### config.mk
export PLATFORM = sky130hd
export DESIGN_NAME = mem_xfer_engine
export DESIGN_NICKNAME = d
export VERILOG_FILES = /design/src/rtl/mem_xfer_pkg.sv /design/src/rtl/mem_xfer_engine.sv
export SDC_FILE = /design/constraint.sdc
export NUM_CORES = 1
export LEC_CHECK = 0
export CAP_MARGIN = 20
export CORE_AREA = 3 3 111 113
export DETAILED_ROUTE_END_ITERATION = 10
export DIE_AREA = 0 0 114 116
export DONT_BUFFER_PORTS = 1
export GPL_TIMING_DRIVEN = 0
export PLACE_DENSITY = 0.68
export SKIP_CTS_REPAIR_TIMING = 1
export SYNTH_ARGS = -nofsm -noshare
export SYNTH_HDL_FRONTEND = slang
export SYNTH_SLANG_ARGS = --single-unit
### constraint.sdc
create_clock -name clk -period 4.8 [get_ports clk]
set_input_delay 1.2 -clock clk [delete_from_list [all_inputs] [get_ports clk]]
set_output_delay 1.2 -clock clk [all_outputs]
set_load 0.03 [all_outputs]
### src/rtl/mem_xfer_pkg.sv
// Shared types for the memory transfer engine: command opcodes and FSM states.
package mem_xfer_pkg;

  typedef enum logic [1:0] {
    OP_COPY  = 2'd0,
    OP_FILL  = 2'd1,
    OP_CHECK = 2'd2,
    OP_RSVD  = 2'd3
  } op_e;

  typedef enum logic [2:0] {
    ST_IDLE,
    ST_RD,
    ST_WAIT,
    ST_WR,
    ST_FILL,
    ST_CMP,
    ST_DONE
  } state_e;

endpackage

### src/rtl/mem_xfer_engine.sv
// Bus-initiator front end for a single-port memory: block COPY, FILL and CHECK,
// one word at a time, with all memory-side outputs driven from registers.
module mem_xfer_engine
  import mem_xfer_pkg::*;
#(
  parameter  int DATA_LENGTH = 32,
  parameter  int MEM_LENGTH  = 32,
  localparam int ADDR_W      = $clog2(MEM_LENGTH)
) (
  input  logic                   clk,
  input  logic                   rst,
  input  logic                   start,
  input  logic [1:0]             op,
  input  logic [ADDR_W-1:0]      src_addr,
  input  logic [ADDR_W-1:0]      dst_addr,
  input  logic [ADDR_W:0]        len,
  input  logic [DATA_LENGTH-1:0] pattern,
  output logic                   busy,
  output logic                   done,
  output logic                   err,
  output logic [ADDR_W:0]        mismatch_cnt,
  output logic                   mem_we,
  output logic [ADDR_W-1:0]      mem_addr,
  output logic [DATA_LENGTH-1:0] mem_wdata,
  input  logic [DATA_LENGTH-1:0] mem_rdata
);

  localparam logic [ADDR_W+1:0] MEM_LIMIT = (ADDR_W+2)'(MEM_LENGTH);

  state_e                 state_reg;
  op_e                    op_reg;
  logic [ADDR_W-1:0]      src_reg;
  logic [ADDR_W-1:0]      dst_reg;
  logic [ADDR_W:0]        len_reg;
  logic [DATA_LENGTH-1:0] pattern_reg;
  logic [ADDR_W:0]        idx_reg;

  op_e               op_in;
  logic [ADDR_W+1:0] src_end;
  logic [ADDR_W+1:0] dst_end;
  logic              bad_cmd;
  logic [ADDR_W:0]   idx_next;
  logic              last_word;
  logic [ADDR_W-1:0] src_next_addr;
  logic [ADDR_W-1:0] dst_next_addr;
  logic [ADDR_W-1:0] dst_cur_addr;

  // Range sums carry two extra bits so an out-of-range request can never wrap into range.
  assign op_in   = op_e'(op);
  assign src_end = {2'b00, src_addr} + {1'b0, len};
  assign dst_end = {2'b00, dst_addr} + {1'b0, len};
  assign bad_cmd = (op_in == OP_RSVD)
                || (((op_in == OP_COPY) || (op_in == OP_CHECK)) && (src_end > MEM_LIMIT))
                || (((op_in == OP_COPY) || (op_in == OP_FILL))  && (dst_end > MEM_LIMIT));

  assign idx_next      = idx_reg + 1'b1;
  assign last_word     = (idx_next == len_reg);
  assign src_next_addr = src_reg + idx_next[ADDR_W-1:0];
  assign dst_next_addr = dst_reg + idx_next[ADDR_W-1:0];
  assign dst_cur_addr  = dst_reg + idx_reg[ADDR_W-1:0];

  always_ff @(posedge clk) begin
    if (rst) begin
      state_reg    <= ST_IDLE;
      op_reg       <= OP_COPY;
      src_reg      <= '0;
      dst_reg      <= '0;
      len_reg      <= '0;
      pattern_reg  <= '0;
      idx_reg      <= '0;
      busy         <= 1'b0;
      done         <= 1'b0;
      err          <= 1'b0;
      mismatch_cnt <= '0;
      mem_we       <= 1'b0;
      mem_addr     <= '0;
      mem_wdata    <= '0;
    end else begin
      case (state_reg)
        ST_IDLE: begin
          if (start) begin
            op_reg       <= op_in;
            src_reg      <= src_addr;
            dst_reg      <= dst_addr;
            len_reg      <= len;
            pattern_reg  <= pattern;
            idx_reg      <= '0;
            mismatch_cnt <= '0;
            err          <= 1'b0;
            if (bad_cmd) begin
              state_reg <= ST_DONE;
              done      <= 1'b1;
              err       <= 1'b1;
            end else if (len == '0) begin
              state_reg <= ST_DONE;
              done      <= 1'b1;
            end else if (op_in == OP_FILL) begin
              state_reg <= ST_FILL;
              busy      <= 1'b1;
              mem_we    <= 1'b1;
              mem_addr  <= dst_addr;
              mem_wdata <= pattern;
            end else begin
              state_reg <= ST_RD;
              busy      <= 1'b1;
              mem_addr  <= src_addr;
            end
          end
        end

        ST_RD: begin
          state_reg <= (op_reg == OP_COPY) ? ST_WAIT : ST_CMP;
        end

        // mem_wdata doubles as the copy buffer: read data lands straight in it.
        ST_WAIT: begin
          state_reg <= ST_WR;
          mem_addr  <= dst_cur_addr;
          mem_wdata <= mem_rdata;
          mem_we    <= 1'b1;
        end

        ST_WR: begin
          mem_we <= 1'b0;
          if (last_word) begin
            state_reg <= ST_DONE;
            busy      <= 1'b0;
            done      <= 1'b1;
          end else begin
            state_reg <= ST_RD;
            idx_reg   <= idx_next;
            mem_addr  <= src_next_addr;
          end
        end

        ST_FILL: begin
          if (last_word) begin
            state_reg <= ST_DONE;
            mem_we    <= 1'b0;
            busy      <= 1'b0;
            done      <= 1'b1;
          end else begin
            idx_reg  <= idx_next;
            mem_addr <= dst_next_addr;
          end
        end

        ST_CMP: begin
          if (mem_rdata != pattern_reg) begin
            mismatch_cnt <= mismatch_cnt + 1'b1;
          end
          if (last_word) begin
            state_reg <= ST_DONE;
            busy      <= 1'b0;
            done      <= 1'b1;
          end else begin
            state_reg <= ST_RD;
            idx_reg   <= idx_next;
            mem_addr  <= src_next_addr;
          end
        end

        ST_DONE: begin
          state_reg <= ST_IDLE;
          done      <= 1'b0;
        end

        default: begin
          state_reg <= ST_IDLE;
          busy      <= 1'b0;
          done      <= 1'b0;
          mem_we    <= 1'b0;
        end
      endcase
    end
  end

endmodule

==> results_dict.tcl <==
set metrics [dict create \
    status "complete, no violations" \
    internal_power_w 0.00198 \
    die_x_um 114 \
    syn_to_final_growth_pct 7.53 \
    ff2ff_setup_slack_ps 1430 \
    p_sw_share_pct 44.2 \
    route.vias.total 5540 \
    num-nets-final 839 \
    first_iter_violations 495 \
    core_area_mm2 0.0114 \
    clkLatencyLatePin_ps 360 \
    cts-root-buf "clkbuf_16" \
    grt_usage_pct 27.9 \
    synth.distinct_cells 72 \
    worstHoldPathCells 2 \
    hold_viol 0 \
    drc 0 \
    clk_pin_slew_ps 70 \
    cpPeakStageDelay_ps 480 \
    netlist_area_mm2 0.00608 \
    cts-htree-levels 3 \
    drv_slew 0 \
    firstDrtPassIters 5 \
    required_ps 5000 \
    rows 39 \
    ys_ff_latch 106 \
    antenna_found_initial 0 \
    synth_nets 828 \
    fillers 1073 \
    critPathCaptureType "register" \
    via_per_inst 6.32 \
    io_pins 132 \
    cp_num_buf_inv 3 \
    vdd_ir_drop_max_mv 0.330 \
    gp_congestion 0.869 \
    syn_inst 719 \
    synth_warnings 0 \
    leakage_nw 2.49 \
    grt_pass1_wl_um 28800 \
    worstMarginPinSlew_ps 984 \
    p_comb_share_pct 40.2 \
    crit_family "compound AO/OA/AOI/OAI gates" \
    antenna_cells 0 \
    relSlewSlack_pct 33.9 \
    clock_skew_ps 10.3 \
    drt-total-wl_um 18800 \
    arrival_ps 3850 \
    p_total_w 0.00354 \
    async_reset_ff_share_pct 0 \
    syn_avg_cell_area_um2 8.46 \
    period_needed_ps 3650 \
    dp.cells 862 \
    p_clk_share_pct 20.3 \
    hold_path_class "reg2reg" \
    fin_cells 876 \
    tns_ps 0 \
    max-cap-violations 0 \
    power.switching_w 0.00156 \
    initial_core_util_pct 53.3 \
    cts_buffers 9 \
    synth_edf_count 0 \
    regToRegEndpoint "mem_addr[4]" \
    rr_startpoint "state_reg[0]" \
    crit_path_start_kind "input pin" \
    drt-wirelength-per-cell_um 21.4 \
    cts_tree "built" \
    p_seq_share_pct 39.5 \
    pwr_density_cell_mw_per_mm2 541 \
    ys_seq_area_share_pct 34.9 \
    grt_max_degree 16 \
    finalSetupViolations 0 \
    drive_above_1_share_pct 8.32 \
    fp.dieH_um 116 \
    dieArea_mm2 0.0132 \
    cp_max_fo 10 \
    portBuffers 0 \
    critical_path_depth 12 \
    crit_type "in2reg" \
    max_freq_mhz 274 \
    dp_hpwl_um 14300 \
    first_global_vias 5314 \
    hold_path_startpoint "src_reg[3]" \
    crit_chain "ha_1 -> inv_1 -> fa_1 -> nand2b_1 -> o2bb2ai_1 -> xnor2_1 -> o311a_1 -> o211ai_2 -> and3_1 -> buf_2 -> buf_4 -> a211oi_1" \
    clockBufferDepth 2 \
    rr_worst_depth 12 \
    post-route-period-util_pct 76.1 \
    whs_endpoint "src_reg[3]" \
    overflow 0 \
    ant_nets 0 \
    cts.sinks 106 \
    cpMaxStageDelayCell "o211ai_2" \
    rsz0062_at_grt "false" \
    ys.flop_type "dfxtp_1" \
]
-- stage by stage --
step	util [%]	hold WS (ps)	setup slack, ps	area [um^2]
floorplan	-	434	1350	6080
global placement	54.8	447	868	6260
detailed placement	54.8	451	868	6260
CTS	57.3	460	1230	6540
global route	57.3	483	1070	6540
finish	57.3	462	1150	6540
-- synthesized netlist by cell type (3+ instances only) --
cell type	count	area share [%]
a21oi_1	69	5.7
mux2_2	6	1.1
nand2b_1	5	0.51
o211ai_1	5	0.62
nand4_1	3	0.31
a22oi_1	3	0.37
a21o_1	8	0.99
fa_1	4	1.3
nor3_1	13	1.1
xnor2_1	19	2.7
a211oi_1	33	4.1
ha_1	20	4.1
o21ai_0	13	1.1
nor2_1	26	1.6
buf_2	14	1.2
xor2_1	41	5.9
o22ai_1	5	0.51
a311oi_1	8	1.2
nand3_1	10	0.82
buf_4	9	1.1
nor4_1	8	0.82
inv_1	14	0.86
clkbuf_1	25	1.5
a31oi_1	39	4.0
dfxtp_1	106	35
nand2_1	123	7.6
mux2i_1	39	6.4
-- area by class of cell --
| type | instances | area, um^2 | area share (%) |
|---|---|---|---|
| Tap cell | 143 | 179 | 2.74 |
| Clock inverter | 1 | 8.76 | 0.134 |
| Clock buffer | 13 | 270 | 4.13 |
| Inverter | 15 | 56.3 | 0.861 |
| Multi-Input combinational cell | 548 | 3660 | 55.9 |
| Buffer | 50 | 246 | 3.77 |
| Sequential cell | 106 | 2120 | 32.4 |
-- per-layer routing --
metal | vias to the layer above | wire length, um | track usage, % | part of all wire [%]
met4 | 0 | 350 | 8.39 | 1.9
met1 | 2676 | 7840 | 36.6 | 42
met5 | - | 0 | 0 | 0
met3 | 31 | 1600 | 6.53 | 8.5
met2 | 224 | 8990 | 45.9 | 48
li1 | 2609 | - | - | -
-- power groups by stage --
stage | Sequential, W | Combinational (W) | Clock [W]
2_1_floorplan | 0.00136 | 0.00105 | 0
3_3_place_gp | 0.00141 | 0.00135 | 0
3_5_place_dp | 0.00142 | 0.00139 | 0
4_1_cts | 0.00140 | 0.00139 | 0.000724
5_1_grt | 0.00142 | 0.00155 | 0.000763
6_report | 0.00140 | 0.00142 | 0.000720
-- worst register-to-register path, cell delays in order, from the launching register on --
cell,delay [ps]
dfxtp_1,460
clkbuf_1,480
nand2_1,320
mux2_2,350
ha_1,210
fa_1,400
a21o_1,170
a21oi_1,160
xnor2_1,90
xor2_1,160
o21ai_0,290
nand2b_1,90
mux2i_1,120
-- kinds of logic after synthesis --
logic type,Yosys count,share of synthesized area (%)
and+or+nand+nor,209,15.6
DFF,106,34.9
buffers and inverters,65,4.98
AOI/OAI and AO/OA,208,22.5
xor gates and xnor gates,61,8.91
adders and majority gates,24,5.43
muxes,46,7.71
-- cell usage in the layout, fill, tap and decap left out, drive strengths merged, types with 8 or more instances in the layout --
| cell type | instances |
|---|---|
| a211oi | 34 |
| a21o | 8 |
| a21oi | 69 |
| a311oi | 8 |
| a31oi | 39 |
| buf | 25 |
| clkbuf | 38 |
| dfxtp | 106 |
| ha | 20 |
| inv | 16 |
| mux2i | 39 |
| nand2 | 123 |
| nand3 | 11 |
| nor2 | 27 |
| nor3 | 15 |
| nor4 | 9 |
| o21ai | 16 |
| xnor2 | 19 |
| xor2 | 42 |
-- worst max-delay path by stage --
stage	slack [ps]	to	startpoint
final	1150	mem_wdata[2]	src_addr[0]
after global routing	1070	mem_wdata[2]	src_addr[0]
after CTS	1230	mem_wdata[2]	src_addr[0]
after detailed placement	870	mem_wdata[2]	src_addr[0]
after global placement	870	mem_wdata[2]	src_addr[0]
after floorplan	1350	mem_wdata[2]	src_addr[0]
(Power assumes the default switching activity.)
